<file path="src/rtl/mdu_hilo_ctrl.sv">
// mdu_hilo_ctrl: HI/LO multiply/divide controller for the EX stage.
//   Accepts MULT/MULTU (one-cycle multiply), DIV/DIVU (32-cycle restoring
//   divide) and MTHI/MTLO (same-cycle combinational write). Results are
//   written to the HI/LO register file in a single WRITE cycle.
// Ports:
//   i_clk, i_rst (sync, active-low)     clock / reset
//   i_op_valid, i_op[2:0]               HI/LO-class instruction in EX
//   i_src_a, i_src_b [31:0]             rs / rt operands
//   i_flush                             abort current op, block accept
//   o_busy                              pipeline stall request
//   o_hi_we, o_lo_we                    HI/LO write enables
//   o_hi_wdata, o_lo_wdata [31:0]       HI/LO write data
//   o_done                              pulse in the mul/div result write
//
// state | meaning
// IDLE  | waiting; samples op_valid/op, handles MTHI/MTLO combinationally
// MUL   | one cycle forming the 64-bit product
// DIV   | 32 restoring quotient steps, counter runs 31 down to 0
// WRITE | result presented with hi_we/lo_we/done for one cycle
module mdu_hilo_ctrl (
  input  logic        i_clk,
  input  logic        i_rst,
  input  logic        i_op_valid,
  input  logic [2:0]  i_op,
  input  logic [31:0] i_src_a,
  input  logic [31:0] i_src_b,
  input  logic        i_flush,
  output logic        o_busy,
  output logic        o_hi_we,
  output logic        o_lo_we,
  output logic [31:0] o_hi_wdata,
  output logic [31:0] o_lo_wdata,
  output logic        o_done
);

  localparam logic [2:0] OP_MULT  = 3'b001;
  localparam logic [2:0] OP_MULTU = 3'b010;
  localparam logic [2:0] OP_DIV   = 3'b011;
  localparam logic [2:0] OP_DIVU  = 3'b100;
  localparam logic [2:0] OP_MTHI  = 3'b101;
  localparam logic [2:0] OP_MTLO  = 3'b110;

  typedef enum logic [1:0] {S_IDLE, S_MUL, S_DIV, S_WRITE} state_t;

  state_t      r_state, w_next;
  logic [4:0]  r_cnt;
  logic [31:0] r_a, r_b;
  // During DIV, r_hi is the partial remainder and r_lo shifts the dividend
  // out while the quotient bits shift in.
  logic [31:0] r_hi, r_lo;
  logic        r_signed, r_neg_q, r_neg_r;

  logic        w_is_mul, w_is_div, w_accept;
  logic        w_a_neg, w_b_neg;
  logic [31:0] w_a_mag, w_b_mag;
  logic [63:0] w_mul_a, w_mul_b, w_prod;
  logic [32:0] w_rem_sh, w_diff;
  logic        w_q_bit;
  logic [31:0] w_quo, w_rem;

  assign w_is_mul = (i_op == OP_MULT) || (i_op == OP_MULTU);
  assign w_is_div = ((i_op == OP_DIV) || (i_op == OP_DIVU)) && (i_src_b != 32'd0);
  assign w_accept = (r_state == S_IDLE) && i_op_valid && !i_flush && (w_is_mul || w_is_div);

  assign w_a_neg = (i_op == OP_DIV) && i_src_a[31];
  assign w_b_neg = (i_op == OP_DIV) && i_src_b[31];
  // Negating 0x80000000 yields 0x80000000, which is the correct unsigned magnitude.
  assign w_a_mag = w_a_neg ? (32'd0 - i_src_a) : i_src_a;
  assign w_b_mag = w_b_neg ? (32'd0 - i_src_b) : i_src_b;

  // Sign-extending to 64 bits makes the low 64 bits of an unsigned
  // multiply equal to the signed product.
  assign w_mul_a = {{32{r_signed & r_a[31]}}, r_a};
  assign w_mul_b = {{32{r_signed & r_b[31]}}, r_b};
  assign w_prod  = w_mul_a * w_mul_b;

  assign w_rem_sh = {r_hi, r_lo[31]};
  assign w_diff   = w_rem_sh - {1'b0, r_b};
  assign w_q_bit  = !w_diff[32];

  assign w_quo = r_neg_q ? (32'd0 - r_lo) : r_lo;
  assign w_rem = r_neg_r ? (32'd0 - r_hi) : r_hi;

  always_ff @(posedge i_clk) begin
    if (!i_rst) begin
      r_state  <= S_IDLE;
      r_cnt    <= 5'd0;
      r_a      <= 32'd0;
      r_b      <= 32'd0;
      r_hi     <= 32'd0;
      r_lo     <= 32'd0;
      r_signed <= 1'b0;
      r_neg_q  <= 1'b0;
      r_neg_r  <= 1'b0;
    end else begin
      r_state <= w_next;
      case (r_state)
        S_IDLE: begin
          if (w_accept) begin
            if (w_is_mul) begin
              r_a      <= i_src_a;
              r_b      <= i_src_b;
              r_signed <= (i_op == OP_MULT);
              r_neg_q  <= 1'b0;
              r_neg_r  <= 1'b0;
            end else begin
              r_a     <= 32'd0;
              r_b     <= w_b_mag;
              r_hi    <= 32'd0;
              r_lo    <= w_a_mag;
              r_neg_q <= w_a_neg ^ w_b_neg;
              r_neg_r <= w_a_neg;
              r_cnt   <= 5'd31;
            end
          end
        end
        S_MUL: begin
          r_hi <= w_prod[63:32];
          r_lo <= w_prod[31:0];
        end
        S_DIV: begin
          r_hi  <= w_q_bit ? w_diff[31:0] : w_rem_sh[31:0];
          r_lo  <= {r_lo[30:0], w_q_bit};
          r_cnt <= r_cnt - 5'd1;
        end
        default: ;
      endcase
    end
  end

  always_comb begin
    w_next = r_state;
    case (r_state)
      S_IDLE:  if (w_accept) w_next = w_is_mul ? S_MUL : S_DIV;
      S_MUL:   w_next = i_flush ? S_IDLE : S_WRITE;
      S_DIV:   if (i_flush) w_next = S_IDLE;
               else if (r_cnt == 5'd0) w_next = S_WRITE;
      S_WRITE: w_next = S_IDLE;
      default: w_next = S_IDLE;
    endcase
  end

  always_comb begin
    o_busy     = 1'b0;
    o_hi_we    = 1'b0;
    o_lo_we    = 1'b0;
    o_hi_wdata = 32'd0;
    o_lo_wdata = 32'd0;
    o_done     = 1'b0;
    if (i_rst) begin
      case (r_state)
        S_IDLE: begin
          o_busy = w_accept;
          if (i_op_valid && !i_flush) begin
            if (i_op == OP_MTHI) begin
              o_hi_we    = 1'b1;
              o_hi_wdata = i_src_a;
            end else if (i_op == OP_MTLO) begin
              o_lo_we    = 1'b1;
              o_lo_wdata = i_src_a;
            end
          end
        end
        S_MUL, S_DIV: o_busy = 1'b1;
        S_WRITE: begin
          if (!i_flush) begin
            o_hi_we    = 1'b1;
            o_lo_we    = 1'b1;
            o_hi_wdata = w_rem;
            o_lo_wdata = w_quo;
            o_done     = 1'b1;
          end
        end
        default: ;
      endcase
    end
  end

endmodule

</file>
<file path="config.mk">
export PLATFORM = sky130hd
export DESIGN_NAME = mdu_hilo_ctrl
export DESIGN_NICKNAME = d
export VERILOG_FILES = /design/src/rtl/mdu_hilo_ctrl.sv
export SDC_FILE = /design/constraint.sdc
export NUM_CORES = 2
export LEC_CHECK = 0
export ABC_CLOCK_PERIOD_IN_PS = 9500
export CAP_MARGIN = 5
export CELL_PAD_IN_SITES_DETAIL_PLACEMENT = 1
export CELL_PAD_IN_SITES_GLOBAL_PLACEMENT = 2
export CORE_ASPECT_RATIO = 0.75
export CORE_UTILIZATION = 30
export DETAILED_ROUTE_END_ITERATION = 10
export HOLD_SLACK_MARGIN = 0.05
export PLACE_DENSITY = 0.71
export SLEW_MARGIN = 20
export SYNTH_ARGS = -nofsm -noshare
export SYNTH_HDL_FRONTEND = slang
export SYNTH_SLANG_ARGS = --single-unit
</file>
<file path="constraint.sdc">
create_clock -name i_clk -period 9.5 [get_ports i_clk]
set_input_delay 1.425 -clock i_clk [delete_from_list [all_inputs] [get_ports i_clk]]
set_output_delay 1.425 -clock i_clk [all_outputs]
set_load 0.005 [all_outputs]
</file>
After elaboration in Yosys (flattened, before gate mapping)
Cells that the tools add are included.
- register bits: 138
- output and inout port bits: 68
- word-level logic and storage cells: 103
- add/sub/neg operators: 6
- multipliers: 1
- equal/unequal tests: 12
- mux-type cells: 49
- bitwise gates (word level): 3
- reduce and logical (&&, ||, !) cells: 23
- operator list (operator ; number):
    two-way mux 32 bit ; 20
    one-hot mux 32 bit (3 select lines) ; 2
    one-hot mux 32 bit (2 select lines) ; 2
    subtractor 1 x 32 -> 32 bit, first input constant ; 4
    multiplier 33 x 33 -> 64 bit ; 1
    subtractor 33 x 32 -> 33 bit ; 1
    nonzero test 32 bit ; 1
    two-way mux 1 bit ; 13
    two-way mux 2 bit ; 5
    two-way mux 5 bit ; 2
    one-hot mux 5 bit (2 select lines) ; 1
    equality test 3 bit, second input constant ; 3
    AND reduction 3 bit ; 3
    one-hot mux 2 bit (4 select lines) ; 1
    logical AND 1 bit ; 7
    equality test 3 x 2 -> 1 bit, second input constant ; 2
    one-hot mux 1 bit (2 select lines) ; 3
    zero test 5 bit ; 1
    subtractor 5 x 1 -> 5 bit, second input constant ; 1
    equality test 2 bit, second input constant ; 2
    != test 2 bit, second input constant ; 2
    AND reduction 2 bit ; 2
    equality test 3 x 1 -> 1 bit, second input constant ; 1
    logical OR 1 bit ; 3
    9 further kinds ; 11

Longest topological paths before layout
- word-level depth: 7
- gate-level depth with buffers: 31

Worst setup path after synthesis
No wires, ideal clock.
- kind: register -> register
- from: register r_a[31]
- to: register r_hi[27]
- library setup time: 0.124 ns
- data arrival time: 8.035 ns
- data required time: 9.376 ns
- path slack: 1.341 ns
- cell stages (with the launch flop): 32
- path buffers: 3
- period minus slack after synthesis: 8.159 ns
- cells stage by stage: dfxtp_1 -> clkbuf_1 -> and2_1 -> clkbuf_1 -> nand2_1 -> inv_1 -> fa_1 -> inv_1 -> fa_1 -> inv_1 -> fa_1 -> fa_1 -> inv_1 -> fa_1 -> inv_1 -> fa_1 -> inv_1 -> fa_1 -> fa_1 -> inv_1 -> ha_1 -> clkbuf_1 -> a21o_1 -> a21o_1 -> a21o_1 -> a21o_1 -> a21oi_1 -> inv_1 -> a31o_2 -> nand4_1 -> mux2i_1 -> a2111o_1
- longest elaborated chain between the ends: 3
- RTL lines (element ; line ; text):
    start, declared ; 47 ; logic [31:0] r_a, r_b;
    start signal, assigned ; 101 ; r_a <= i_src_a;
    bitwise AND 1 bit ; 73 ; assign w_mul_a = {{32{r_signed & r_a[31]}}, r_a};
    multiplier 33 x 33 -> 64 bit * ; 75 ; assign w_prod = w_mul_a * w_mul_b;
    one-hot mux 32 bit (3 select lines) * ; 97 ; case (r_state)
    end signal, assigned ; 118 ; r_hi <= w_prod[63:32];
    end signal, assigned ; 122 ; r_hi <= w_q_bit ? w_diff[31:0] : w_rem_sh[31:0];
    end, declared ; 50 ; logic [31:0] r_hi, r_lo;
Every way passes the cells marked *; elsewhere a longest branch is shown, timed or not.
A chain may end at the register's enable or synchronous reset.

Final worst setup path
- from: register r_a[8]
- to: register r_hi[26]
- longest elaborated chain between the ends: 2
- RTL lines (element ; line):
    multiplier 33 x 33 -> 64 bit ; 75
    one-hot mux 32 bit (3 select lines) ; 97
No other way between the ends.

==> results by group <==
Pwr
  – P per Cell Area: 72.60 mW/mm2
  – Switching Share: 53.88%
  – Combinational power share: 59.0%
  – Total internal power: 1.800 mW
  – Switching power: 2.103 mW
  – Sequential fraction of design power: 22.9%
  – Share of power burned in the clock network: 18.1%
  – Pleak: 24.98 nW
  – Peak supply drop: 0.0001530 V

Timing
  – Final hold violations: 0
  – Fmax: 109.7 MHz
  – Max Clock Skew: 0.03112 ns
  – Setup TNS: 0 ns
  – Worst-Margin Slew: 1.226 ns
  – Post-route minimum period: 9.113 ns
  – Max-slew headroom: 18.17%
  – Final period utilization: 95.92%
  – Final setup fails: 0
  – RSZ-0062 raised after global routing: no
  – Slew Limit Fails: 0

Drt
  – # DRC: 0
  – Detail Route Antenna Nets: 0
  – WL final: 180900 um
  – Routed length per instance: 22.98 um
  – Starting DRT DRC Count: 2393
  – Vias/cell: 5.028
  – Via count: 39.58k
  – 1st-pass router iterations: 5

Clocking
  – H-tree depth: 4
  – Count of clock tree sinks: 138
  – Clock latency on the worst-skew pair: 0.49 ns
  – Clk buf depth: 2
  – Worst-path clk slew: 0.09 ns
  – CTS tree: yes
  – CTS root buf: clkbuf_16
  – Num CTS Buffers: 17
  – # hold bufs at CTS: 0

Critical path
  – Critical Path RT: 9.89 ns
  – Arr. time, crit path: 9.50 ns
  – Critical path type: flop to flop
  – Reg2reg start: r_a[8]
  – Setup slack, reg-to-reg: 0.39 ns
  – Crit end category: flop
  – Startpoint types: flop
  – Critical R2R Capture: r_hi[26]
  – Largest fanout on the critical path: 20
  – Reg2Reg Depth: 24

Synth
  – Adder-cell share of the synthesized area: 52.25%
  – Synth Area in Compound Gates: 9.611%
  – Synthesized cell area: 0.04925 mm2
  – Main combinational cell family by area after synthesis: adder cells
  – Post-synth cell types: 79
  – Mean Syn Cell Area: 8.531 um2
  – Most used DFF post-synth: dfxtp_1
  – Mux cell area share after synthesis: 0.4573%
  – Synthesized net count: 7225
  – Post-synth EDFFs: 0
  – Async SR Flop Fraction: 0%
  – Seq/Total Area, Yosys: 5.610%
  – Post-Synth Simple-Gate Area: 16.40%
  – Post-synthesis register bit count: 138
  – Synth Instances: 5773
  – Synth Area in XOR/XNOR: 3.877%
  – Synth warnings: 0

Layout
  – Nets: 7163
  – Fin area: 0.05377 mm2
  – Share of layout cells above drive strength 1: 4.036%
  – Area delta synth->final: 9.179%
  – Utilization after layout: 33.04%

Die
  – I/O pin total: 139
  – Core Footprint: 0.1627 mm2
  – Initial Utilization: 30.27%
  – Die Span Y: 352.9 um
  – Die Wd: 469.8 um
  – Total Die Area: 0.1658 mm2
  – Row count: 128

Hold path
  – Hold endpoint: r_a[0]
  – HP Class: flop to flop
  – Worst Min Path Start: r_a[0]
  – Worst hold stages: 2

GRT
  – Met3 Use GR: 2.860%
  – All-layer global routing usage: 22.07%
  – Vias in the first global route: 43.03k
  – GR Layer Usage met2: 34.57%
  – First-pass GRT wire length: 278000 um
  – Largest net degree at the start of global routing: 79
  – Met1 usage: 32.52%
  – Antenna violations before repair: 6
  – Most Used Layer, Global Route: met2
  – Total congestion overflow: 0

Placement
  – Post-DP HPWL: 150600 um
  – Gpl congestion: 0.8922
  – Placed cell areas: 0.05318 mm2
  – Port bufs: 138

Status
  – Outcome: finished, final reports clean

Run
  – Max Cap Viol: 0
[power by group through the flow]
stage / combinational, mW / sequential, mW / clock (mW)
after global routing: 2.50 / 0.909 / 0.741
after CTS: 2.28 / 0.891 / 0.718
after detailed placement: 2.26 / 0.905 / 0
after global placement: 2.24 / 0.900 / 0
final: 2.30 / 0.893 / 0.707
after floorplan: 1.51 / 0.770 / 0
[area by class of cell]
cell class / instances / area (um2)
inverter: 1180 / 4431
clock inverter: 13 / 131.4
antenna: 3 / 7.507
multi-input combinational: 4090 / 40750
tap: 2145 / 2684
sequential: 138 / 2766
fill: 19130 / 108900
clock buffer: 19 / 442.9
timing repair buffer: 284 / 2552
[per-layer routing]
metal,wire [um],up-vias
li1,-,17360
met1,87480,21300
met5,0,-
met3,8761,105
met2,81310,809
met4,3365,0
[layout by cell type, fill, tap and decap left out, types with 95 or more instances in the layout]
cell type	netlist	layout
a22oi_1	95	95
xnor2_1	157	156
fa_1	1126	1126
nor2_1	255	253
nand2_1	890	889
ha_1	255	254
and2_1	353	353
inv_1	1179	1179
buf_4	0	140
clkdlybuf4s50_1	0	138
a21oi_1	198	197
o21ai_0	102	102
dfxtp_1	138	135
[worst max-delay path by stage]
stage,from,to,slack (ns),cells after the start
3_3_place_gp,r_b[0],r_hi[20],0.51,27
4_1_cts,r_b[0],r_hi[31],0.34,27
5_1_grt,r_b[0],r_hi[20],0.13,27
6_report,r_a[8],r_hi[26],0.39,24
3_5_place_dp,r_b[0],r_hi[31],0.42,27
2_1_floorplan,r_a[31],r_hi[27],1.34,31
[worst max-delay path, cell delays in order (launching register included)]
cell	delay, ns
dfxtp_1	1.05
buf_4	0.35
nand2_1	0.10
fa_1	0.58
inv_1	0.05
fa_1	0.58
fa_1	0.47
fa_1	0.50
fa_1	0.57
fa_1	0.44
fa_1	0.49
inv_1	0.05
fa_1	0.47
inv_1	0.05
ha_1	0.41
a21o_1	0.23
a21o_1	0.17
a21oi_1	0.34
o21ai_0	0.19
a211oi_1	0.35
o32ai_1	0.24
o41ai_2	0.62
o21bai_1	0.20
o41a_1	0.34
a21oi_1	0.14
[timing repair]
item,4_1_cts,5_1_grt
gates resized for setup,0,1
setup buffers,0,0
setup endpoints to repair,0,1
[cell families (layout without fill, tap and decap cells)]
family	Yosys count	count (layout)
other cells	0	3
mux	22	22
flops	138	138
xor+xnor	218	218
compound gates	712	712
buf+inv	1545	1496
fa+ha+maj	1381	1381
simple gates	1757	1757
[stage by stage]
step	instances	worst slack (ns)	hold slack (ns)	power, mW
finish	7872	0.3875	0.5001	3.903
global route	7870	0.1294	0.5461	4.149
CTS	7869	0.3430	0.5020	3.890
detailed placement	7837	0.4179	0.4904	3.170
global placement	7837	0.5092	0.4720	3.139
floorplan	5773	1.341	0.4690	2.281
[cell usage after synthesis (7+ instances only)]
library cell	number	share of area, %
a21oi_1	198	2.0
o21ai_0	102	1.0
nor2b_1	12	0.15
o211ai_1	28	0.43
nor4_1	9	0.11
buf_1	10	0.076
nor3_1	34	0.35
or4_1	7	0.11
ha_1	255	6.5
inv_1	1179	9.0
a311oi_1	8	0.14
xor2_1	61	1.1
a22oi_1	95	1.4
and2_1	353	4.5
fa_1	1126	46
a211oi_1	54	0.82
or2_2	14	0.18
nand3_1	64	0.65
and3_1	29	0.37
xnor2_1	157	2.8
a21boi_0	10	0.15
nor2_1	255	1.9
a31oi_1	25	0.32
or3_1	31	0.39
nand2_1	890	6.8
o21bai_1	9	0.14
o31ai_1	31	0.47
clkbuf_1	350	2.7
dfxtp_1	138	5.6
nand2b_1	12	0.15
o21a_1	14	0.21
a21o_1	62	0.95
mux2i_1	18	0.37
o41ai_1	12	0.21
nand4_1	20	0.25
[flip-flops by register name, summed over array words and instances (netlist names)]
signal,flops
r_a,32
r_b,32
r_hi,32
r_lo,32
r_cnt,5
r_state,2
r_neg_q,1
r_neg_r,1
r_signed,1
(Power assumes the default switching activity.)
